[src/rtl/instruction_decoder.sv]
// RV32I decode stage: turns the instruction-memory word into the registered
// control word consumed by control_unit, inserting bubbles and trapping illegal encodings.
module instruction_decoder (
    input  logic        clk,
    input  logic        rst,
    input  logic [29:0] pc,
    input  logic [31:0] inst_in,
    input  logic        block_inst,
    output logic [31:0] microcode_s0,
    output logic [24:0] instruction_data_s0,
    output logic        illegal_inst,
    output logic [29:0] illegal_pc
);

    localparam logic [6:0] OPC_LUI    = 7'b0110111;
    localparam logic [6:0] OPC_AUIPC  = 7'b0010111;
    localparam logic [6:0] OPC_JAL    = 7'b1101111;
    localparam logic [6:0] OPC_JALR   = 7'b1100111;
    localparam logic [6:0] OPC_BRANCH = 7'b1100011;
    localparam logic [6:0] OPC_LOAD   = 7'b0000011;
    localparam logic [6:0] OPC_STORE  = 7'b0100011;
    localparam logic [6:0] OPC_OP_IMM = 7'b0010011;
    localparam logic [6:0] OPC_OP     = 7'b0110011;
    localparam logic [6:0] OPC_FENCE  = 7'b0001111;

    localparam logic [1:0] A_PC    = 2'b01;
    localparam logic [1:0] B_REG   = 2'b00;
    localparam logic [1:0] B_IIMM  = 2'b01;
    localparam logic [1:0] B_SIMM  = 2'b10;
    localparam logic [1:0] B_UIMM  = 2'b11;

    localparam logic [2:0] F3_ADD  = 3'b000;
    localparam logic [2:0] F3_SLL  = 3'b001;
    localparam logic [2:0] F3_WORD = 3'b010;
    localparam logic [2:0] F3_SR   = 3'b101;
    localparam logic [6:0] F7_BASE = 7'b0000000;
    localparam logic [6:0] F7_ALT  = 7'b0100000;
    localparam logic [2:0] BC_ALWAYS = 3'b111;

    logic [6:0] opcode;
    logic [2:0] funct3;
    logic [6:0] funct7;

    assign opcode = inst_in[6:0];
    assign funct3 = inst_in[14:12];
    assign funct7 = inst_in[31:25];

    // Decoded control fields
    logic       check_rs1;
    logic       check_rs2;
    logic [1:0] a_sel;
    logic [1:0] b_sel;
    logic       a_to_alu;
    logic       b_to_alu;
    logic [3:0] alu_op;
    logic [2:0] branch_cond;
    logic       mem_we;
    logic       alu_out_to_mem_addr;
    logic       jump_if_branch;
    logic       mem_in_use;
    logic       reg_we;
    logic       up_to_reg;
    logic       alu_out_to_reg;
    logic       ret_addr_to_reg;
    logic       mem_data_out;
    logic       dec_illegal;
    logic [31:0] decoded_word;

    always_comb begin
        check_rs1           = 1'b0;
        check_rs2           = 1'b0;
        a_sel               = 2'b00;
        b_sel               = B_REG;
        a_to_alu            = 1'b0;
        b_to_alu            = 1'b0;
        alu_op              = 4'b0000;
        branch_cond         = 3'b000;
        mem_we              = 1'b0;
        alu_out_to_mem_addr = 1'b0;
        jump_if_branch      = 1'b0;
        mem_in_use          = 1'b0;
        reg_we              = 1'b0;
        up_to_reg           = 1'b0;
        alu_out_to_reg      = 1'b0;
        ret_addr_to_reg     = 1'b0;
        mem_data_out        = 1'b0;
        dec_illegal         = 1'b0;

        case (opcode)
            OPC_LUI: begin
                reg_we    = 1'b1;
                up_to_reg = 1'b1;
            end
            OPC_AUIPC: begin
                a_sel          = A_PC;
                b_sel          = B_UIMM;
                a_to_alu       = 1'b1;
                b_to_alu       = 1'b1;
                reg_we         = 1'b1;
                alu_out_to_reg = 1'b1;
            end
            OPC_JAL: begin
                branch_cond     = BC_ALWAYS;
                jump_if_branch  = 1'b1;
                reg_we          = 1'b1;
                ret_addr_to_reg = 1'b1;
            end
            OPC_JALR: begin
                check_rs1       = 1'b1;
                branch_cond     = BC_ALWAYS;
                jump_if_branch  = 1'b1;
                reg_we          = 1'b1;
                ret_addr_to_reg = 1'b1;
                dec_illegal     = (funct3 != F3_ADD);
            end
            OPC_BRANCH: begin
                check_rs1      = 1'b1;
                check_rs2      = 1'b1;
                jump_if_branch = 1'b1;
                // Compress funct3 into the control unit's dense condition code
                case (funct3)
                    3'b000:  branch_cond = 3'b001;
                    3'b001:  branch_cond = 3'b010;
                    3'b100:  branch_cond = 3'b011;
                    3'b101:  branch_cond = 3'b100;
                    3'b110:  branch_cond = 3'b101;
                    3'b111:  branch_cond = 3'b110;
                    default: dec_illegal = 1'b1;
                endcase
            end
            OPC_LOAD: begin
                check_rs1           = 1'b1;
                b_sel               = B_IIMM;
                a_to_alu            = 1'b1;
                b_to_alu            = 1'b1;
                alu_out_to_mem_addr = 1'b1;
                mem_in_use          = 1'b1;
                reg_we              = 1'b1;
                mem_data_out        = 1'b1;
                dec_illegal         = (funct3 != F3_WORD);
            end
            OPC_STORE: begin
                check_rs1           = 1'b1;
                check_rs2           = 1'b1;
                b_sel               = B_SIMM;
                a_to_alu            = 1'b1;
                b_to_alu            = 1'b1;
                alu_out_to_mem_addr = 1'b1;
                mem_in_use          = 1'b1;
                mem_we              = 1'b1;
                dec_illegal         = (funct3 != F3_WORD);
            end
            OPC_OP_IMM: begin
                check_rs1      = 1'b1;
                b_sel          = B_IIMM;
                a_to_alu       = 1'b1;
                b_to_alu       = 1'b1;
                reg_we         = 1'b1;
                alu_out_to_reg = 1'b1;
                alu_op         = {1'b0, funct3};
                // Only shifts constrain the upper bits; other forms carry immediate there
                if (funct3 == F3_SLL) begin
                    dec_illegal = (funct7 != F7_BASE);
                end else if (funct3 == F3_SR) begin
                    if (funct7 == F7_ALT) begin
                        alu_op[3] = 1'b1;
                    end else if (funct7 != F7_BASE) begin
                        dec_illegal = 1'b1;
                    end
                end
            end
            OPC_OP: begin
                check_rs1      = 1'b1;
                check_rs2      = 1'b1;
                b_sel          = B_REG;
                a_to_alu       = 1'b1;
                b_to_alu       = 1'b1;
                reg_we         = 1'b1;
                alu_out_to_reg = 1'b1;
                alu_op         = {1'b0, funct3};
                if (funct7 == F7_ALT && (funct3 == F3_ADD || funct3 == F3_SR)) begin
                    alu_op[3] = 1'b1;
                end else if (funct7 != F7_BASE) begin
                    dec_illegal = 1'b1;
                end
            end
            OPC_FENCE: begin
            end
            default: dec_illegal = 1'b1;
        endcase
    end

    assign decoded_word = {8'h00, mem_data_out, ret_addr_to_reg, alu_out_to_reg, up_to_reg,
                           reg_we, mem_in_use, jump_if_branch, alu_out_to_mem_addr, mem_we,
                           branch_cond, alu_op, b_to_alu, a_to_alu, b_sel, a_sel,
                           check_rs2, check_rs1};

    logic [29:0] pc_si_q, pc_si_d;
    logic        warmup_q, warmup_d;
    logic [31:0] microcode_q, microcode_d;
    logic [24:0] inst_data_q, inst_data_d;
    logic        illegal_q, illegal_d;
    logic [29:0] illegal_pc_q, illegal_pc_d;

    always_comb begin
        pc_si_d      = pc;
        warmup_d     = 1'b0;
        inst_data_d  = inst_in[31:7];
        illegal_d    = illegal_q;
        illegal_pc_d = illegal_pc_q;
        microcode_d  = decoded_word;

        // A bubble also masks illegal detection: the word is not being issued
        if (warmup_q || block_inst) begin
            microcode_d = 32'h0;
        end else if (dec_illegal) begin
            microcode_d = 32'h0;
            if (!illegal_q) begin
                illegal_d    = 1'b1;
                illegal_pc_d = pc_si_q;
            end
        end
    end

    always_ff @(posedge clk or posedge rst) begin
        if (rst) begin
            pc_si_q      <= '0;
            warmup_q     <= 1'b1;
            microcode_q  <= '0;
            inst_data_q  <= '0;
            illegal_q    <= 1'b0;
            illegal_pc_q <= '0;
        end else begin
            pc_si_q      <= pc_si_d;
            warmup_q     <= warmup_d;
            microcode_q  <= microcode_d;
            inst_data_q  <= inst_data_d;
            illegal_q    <= illegal_d;
            illegal_pc_q <= illegal_pc_d;
        end
    end

    assign microcode_s0        = microcode_q;
    assign instruction_data_s0 = inst_data_q;
    assign illegal_inst        = illegal_q;
    assign illegal_pc          = illegal_pc_q;

endmodule
[config.mk]
export PLATFORM = sky130hd
export DESIGN_NAME = instruction_decoder
export DESIGN_NICKNAME = d
export VERILOG_FILES = /design/src/rtl/instruction_decoder.sv
export SDC_FILE = /design/constraint.sdc
export NUM_CORES = 1
export LEC_CHECK = 0
export BUFFER_PORTS_ARGS = -buffer_cell sky130_fd_sc_hd__buf_2
export CORE_UTILIZATION = 48
export DETAILED_ROUTE_END_ITERATION = 10
export GPL_TIMING_DRIVEN = 0
export MAX_ROUTING_LAYER = met4
export PLACE_DENSITY = 0.85
export SLEW_MARGIN = 10
export SYNTH_ARGS = -nofsm -noshare
export SYNTH_HDL_FRONTEND = slang
export SYNTH_SLANG_ARGS = --single-unit
[constraint.sdc]
create_clock -name clk -period 8.2 [get_ports clk]
set_input_delay 0.82 -clock clk [delete_from_list [all_inputs] [get_ports clk]]
set_output_delay 0.82 -clock clk [all_outputs]
set_load 0.005 [all_outputs]
==> results.yml <==
floorplanning:
  die_x_um: 90.58
  die_area_mm2: 0.008205
  rows: 31
  io_pins: 153
  core_area_mm2: 0.007408
  start_util_pct: 50.84
  die_h_um: 90.58
logic_synthesis:
  ys_ff_latch: 108
  synth_top_family_by_area: "multiplexers"
  synth_edf_count: 0
  synthAdderAreaFrac_pct: 0
  synth_top_area_share_pct: 71.10
  synth.cell_area_mm2: 0.003766
  synthMuxAreaShare_pct: 11.96
  seq_area_frac_synth_pct: 71.79
  ys_top_cells_by_count: "dfrtp_1 (107), mux2_4 (30), nor2_1 (15)"
  yosys.area.top_type: "dfrtp_1"
  ys.flop_type: "dfrtp_1"
  synthSimpleGateAreaFrac_pct: 7.874
  synth_area_leaders: "dfrtp_1 (71%), mux2_4 (12%), buf_4 (2.4%), nor2_1 (1.5%), nor3_1 (1.2%)"
  yosysWarnings: 0
  synth_cell_types: 40
  postSynth.asyncResetShare_pct: 100.0
  synthCells: 242
  synth_most_common_cell: "dfrtp_1"
  synth_xor_xnor_area_share_pct: 0.2326
  synth_compound_area_share_pct: 3.588
  syn_area_per_cell_um2: 15.56
global_route:
  antenna_found_initial: 0
  gr-usage-all-layers_pct: 20.11
  grt_pass1_vias: 2373
  grt_max_degree: 58
  grt.overflow.total: 0
  grt_pass1_wl_um: 12240
placement:
  io_buffers: 141
  dpl_cell_area_mm2: 0.004659
  place_ws_ns: 5.257
  finalWeightedCongestion: 0.8472
  dp_hpwl_um: 5729
power_and_ir_drop:
  comb_power_share_pct: 11.4
  p_seq_share_pct: 57.8
  switching_share_pct: 24.80
  p_leak_nw: 2.628
  ir_worst_vdd_v: 0.0001101
  p_sw_mw: 0.2512
  clkPwrFrac_pct: 30.8
  p_total_mw: 1.013
  power.density_mw_per_mm2: 208.4
  p_int_mw: 0.7617
clocking:
  htreeDepth: 3
  post_cts_resized: 0
  hold_buffers: 0
  cts_buffers: 9
  path_clk_slew_ns: 0.11
  insertion_delay_ns: 0.36
  cts_tree: "done"
  post-cts-setup-buffers: 0
  clk_path_buf_depth: 2
  cts-root-buf: "clkbuf_8"
  cts_num_sinks: 108
run:
  drv_cap: 0
routing:
  drc: 0
  wl_per_cell_um: 15.01
  first_pass_iters: 4
  viasPerCell: 4.785
  drtIter0Drc: 63
  num_vias: 2431
  antenna_left: 0
  wl_um: 7624
sta:
  period_needed_ns: 2.580
  finalClockSkew_ns: 0.01430
  worst_slew_pin_slew_ns: 0.6383
  setup_viol: 0
  rsz0062_at_grt: "no"
  maxSlewViolCount: 0
  slew_headroom_pct: 57.45
  post-route-period-util_pct: 31.46
  setup_tns_ns: 0
  setup_ws_ns: 5.620
  max_freq_ghz: 0.3876
  hold_violations: 0
run_status:
  status: "finished clean"
final_layout:
  n_antenna_cell: 0
  area_growth_pct: 29.04
  fin_area_mm2: 0.004860
  nets: 469
  final_layout_size_suffix_gt1_share_pct: 51.10
  utilization_pct: 65.60
  n_fill_cell: 554
worst_setup_path:
  reg2reg_depth: 5
  cp.arrival_ns: 2.82
  cp-start-kind: "input pin"
  crit_fanout: 10
  cp-end-kind: "flip-flop"
  crit_type: "in -> reg"
  required_ns: 8.44
worst_hold_path:
  hp-class: "reg -> reg"
  worstHoldPathCells: 1
==> cells by family after synthesis <==
group,Yosys count
and+or+nand+nor,56
DFF,108
AOI/OAI and AO/OA,20
xor gates and xnor gates,1
other,1
buffers and inverters,26
muxes,30
==> worst paths after layout <==
path	startpoint	to	slack, ns
max	inst_in[28]	illegal_pc[6]	5.62
min	pc_si_q[2]	illegal_pc[2]	0.48
max reg2reg	warmup_q	illegal_pc[6]	6.47
max in group asynchronous	rst	illegal_pc[12]	6.97
min in group asynchronous	rst	pc_si_q[8]	0.54
min reg2reg	pc_si_q[2]	illegal_pc[2]	0.48
==> power groups by stage <==
stage	clock network (mW)	logic, mW	registers [mW]
final	0.312	0.115	0.586
after global routing	0.341	0.127	0.589
after CTS	0.322	0.117	0.586
after detailed placement	0	0.116	0.596
after global placement	0	0.110	0.593
after floorplan	0	0.0563	0.596
==> per-stage QoR <==
step	hold WS, ns	cells
2_1_floorplan	0.4576	251
3_3_place_gp	0.4591	491
3_5_place_dp	0.4638	492
4_1_cts	0.4791	508
5_1_grt	0.4875	508
6_report	0.4757	508
==> critical path, stage by stage <==
cell     delay (ns)
buf_2          0.10
or4_1          0.52
nor3_1         0.23
a211o_1        0.24
a311o_1        0.36
buf_6          0.23
mux2_4         0.32
==> sequential cells by signal (all words and copies together), names as in the netlist <==
signal and count:
illegal_inst 1, illegal_pc 30, instruction_data_s0 25, microcode_s0 21
pc_si_q 30, warmup_q 1
==> placed cells by master, fill, tap and decap left out, types with 2 or more instances in the layout <==
cell / instances
dfrtp_1: 107
nand4_1: 2
buf_4: 12
clkinv_4: 2
a21oi_1: 3
clkbuf_1: 4
buf_2: 143
o21ai_0: 5
nand2b_1: 4
nor4_1: 3
buf_6: 3
nor2_1: 15
conb_1: 10
clkbuf_8: 10
nand3_1: 3
mux2_4: 30
nor3_1: 9
inv_6: 2
a211oi_1: 3
nand2_1: 9
inv_1: 4
==> layer usage <==
layer | routed length [um] | global-route usage (%) | vias up
li1 | - | - | 1122
met1 | 3111 | 24.24 | 1191
met2 | 3877 | 32.70 | 106
met3 | 490 | 5.808 | 12
met4 | 144 | 6.452 | 0
met5 | 0 | - | -
==> layout make-up <==
class | count | area (um^2) | area share [%]
Sequential cell | 108 | 2704 | 55.64
Multi-Input combinational cell | 117 | 928.4 | 19.10
Timing Repair Buffer | 142 | 733.2 | 15.09
Buffer | 21 | 148.9 | 3.064
Clock buffer | 10 | 137.6 | 2.832
Tap cell | 99 | 123.9 | 2.549
Clock inverter | 6 | 62.56 | 1.287
Inverter | 5 | 21.27 | 0.4377
Note: power is estimated with default switching activity, not from simulation.
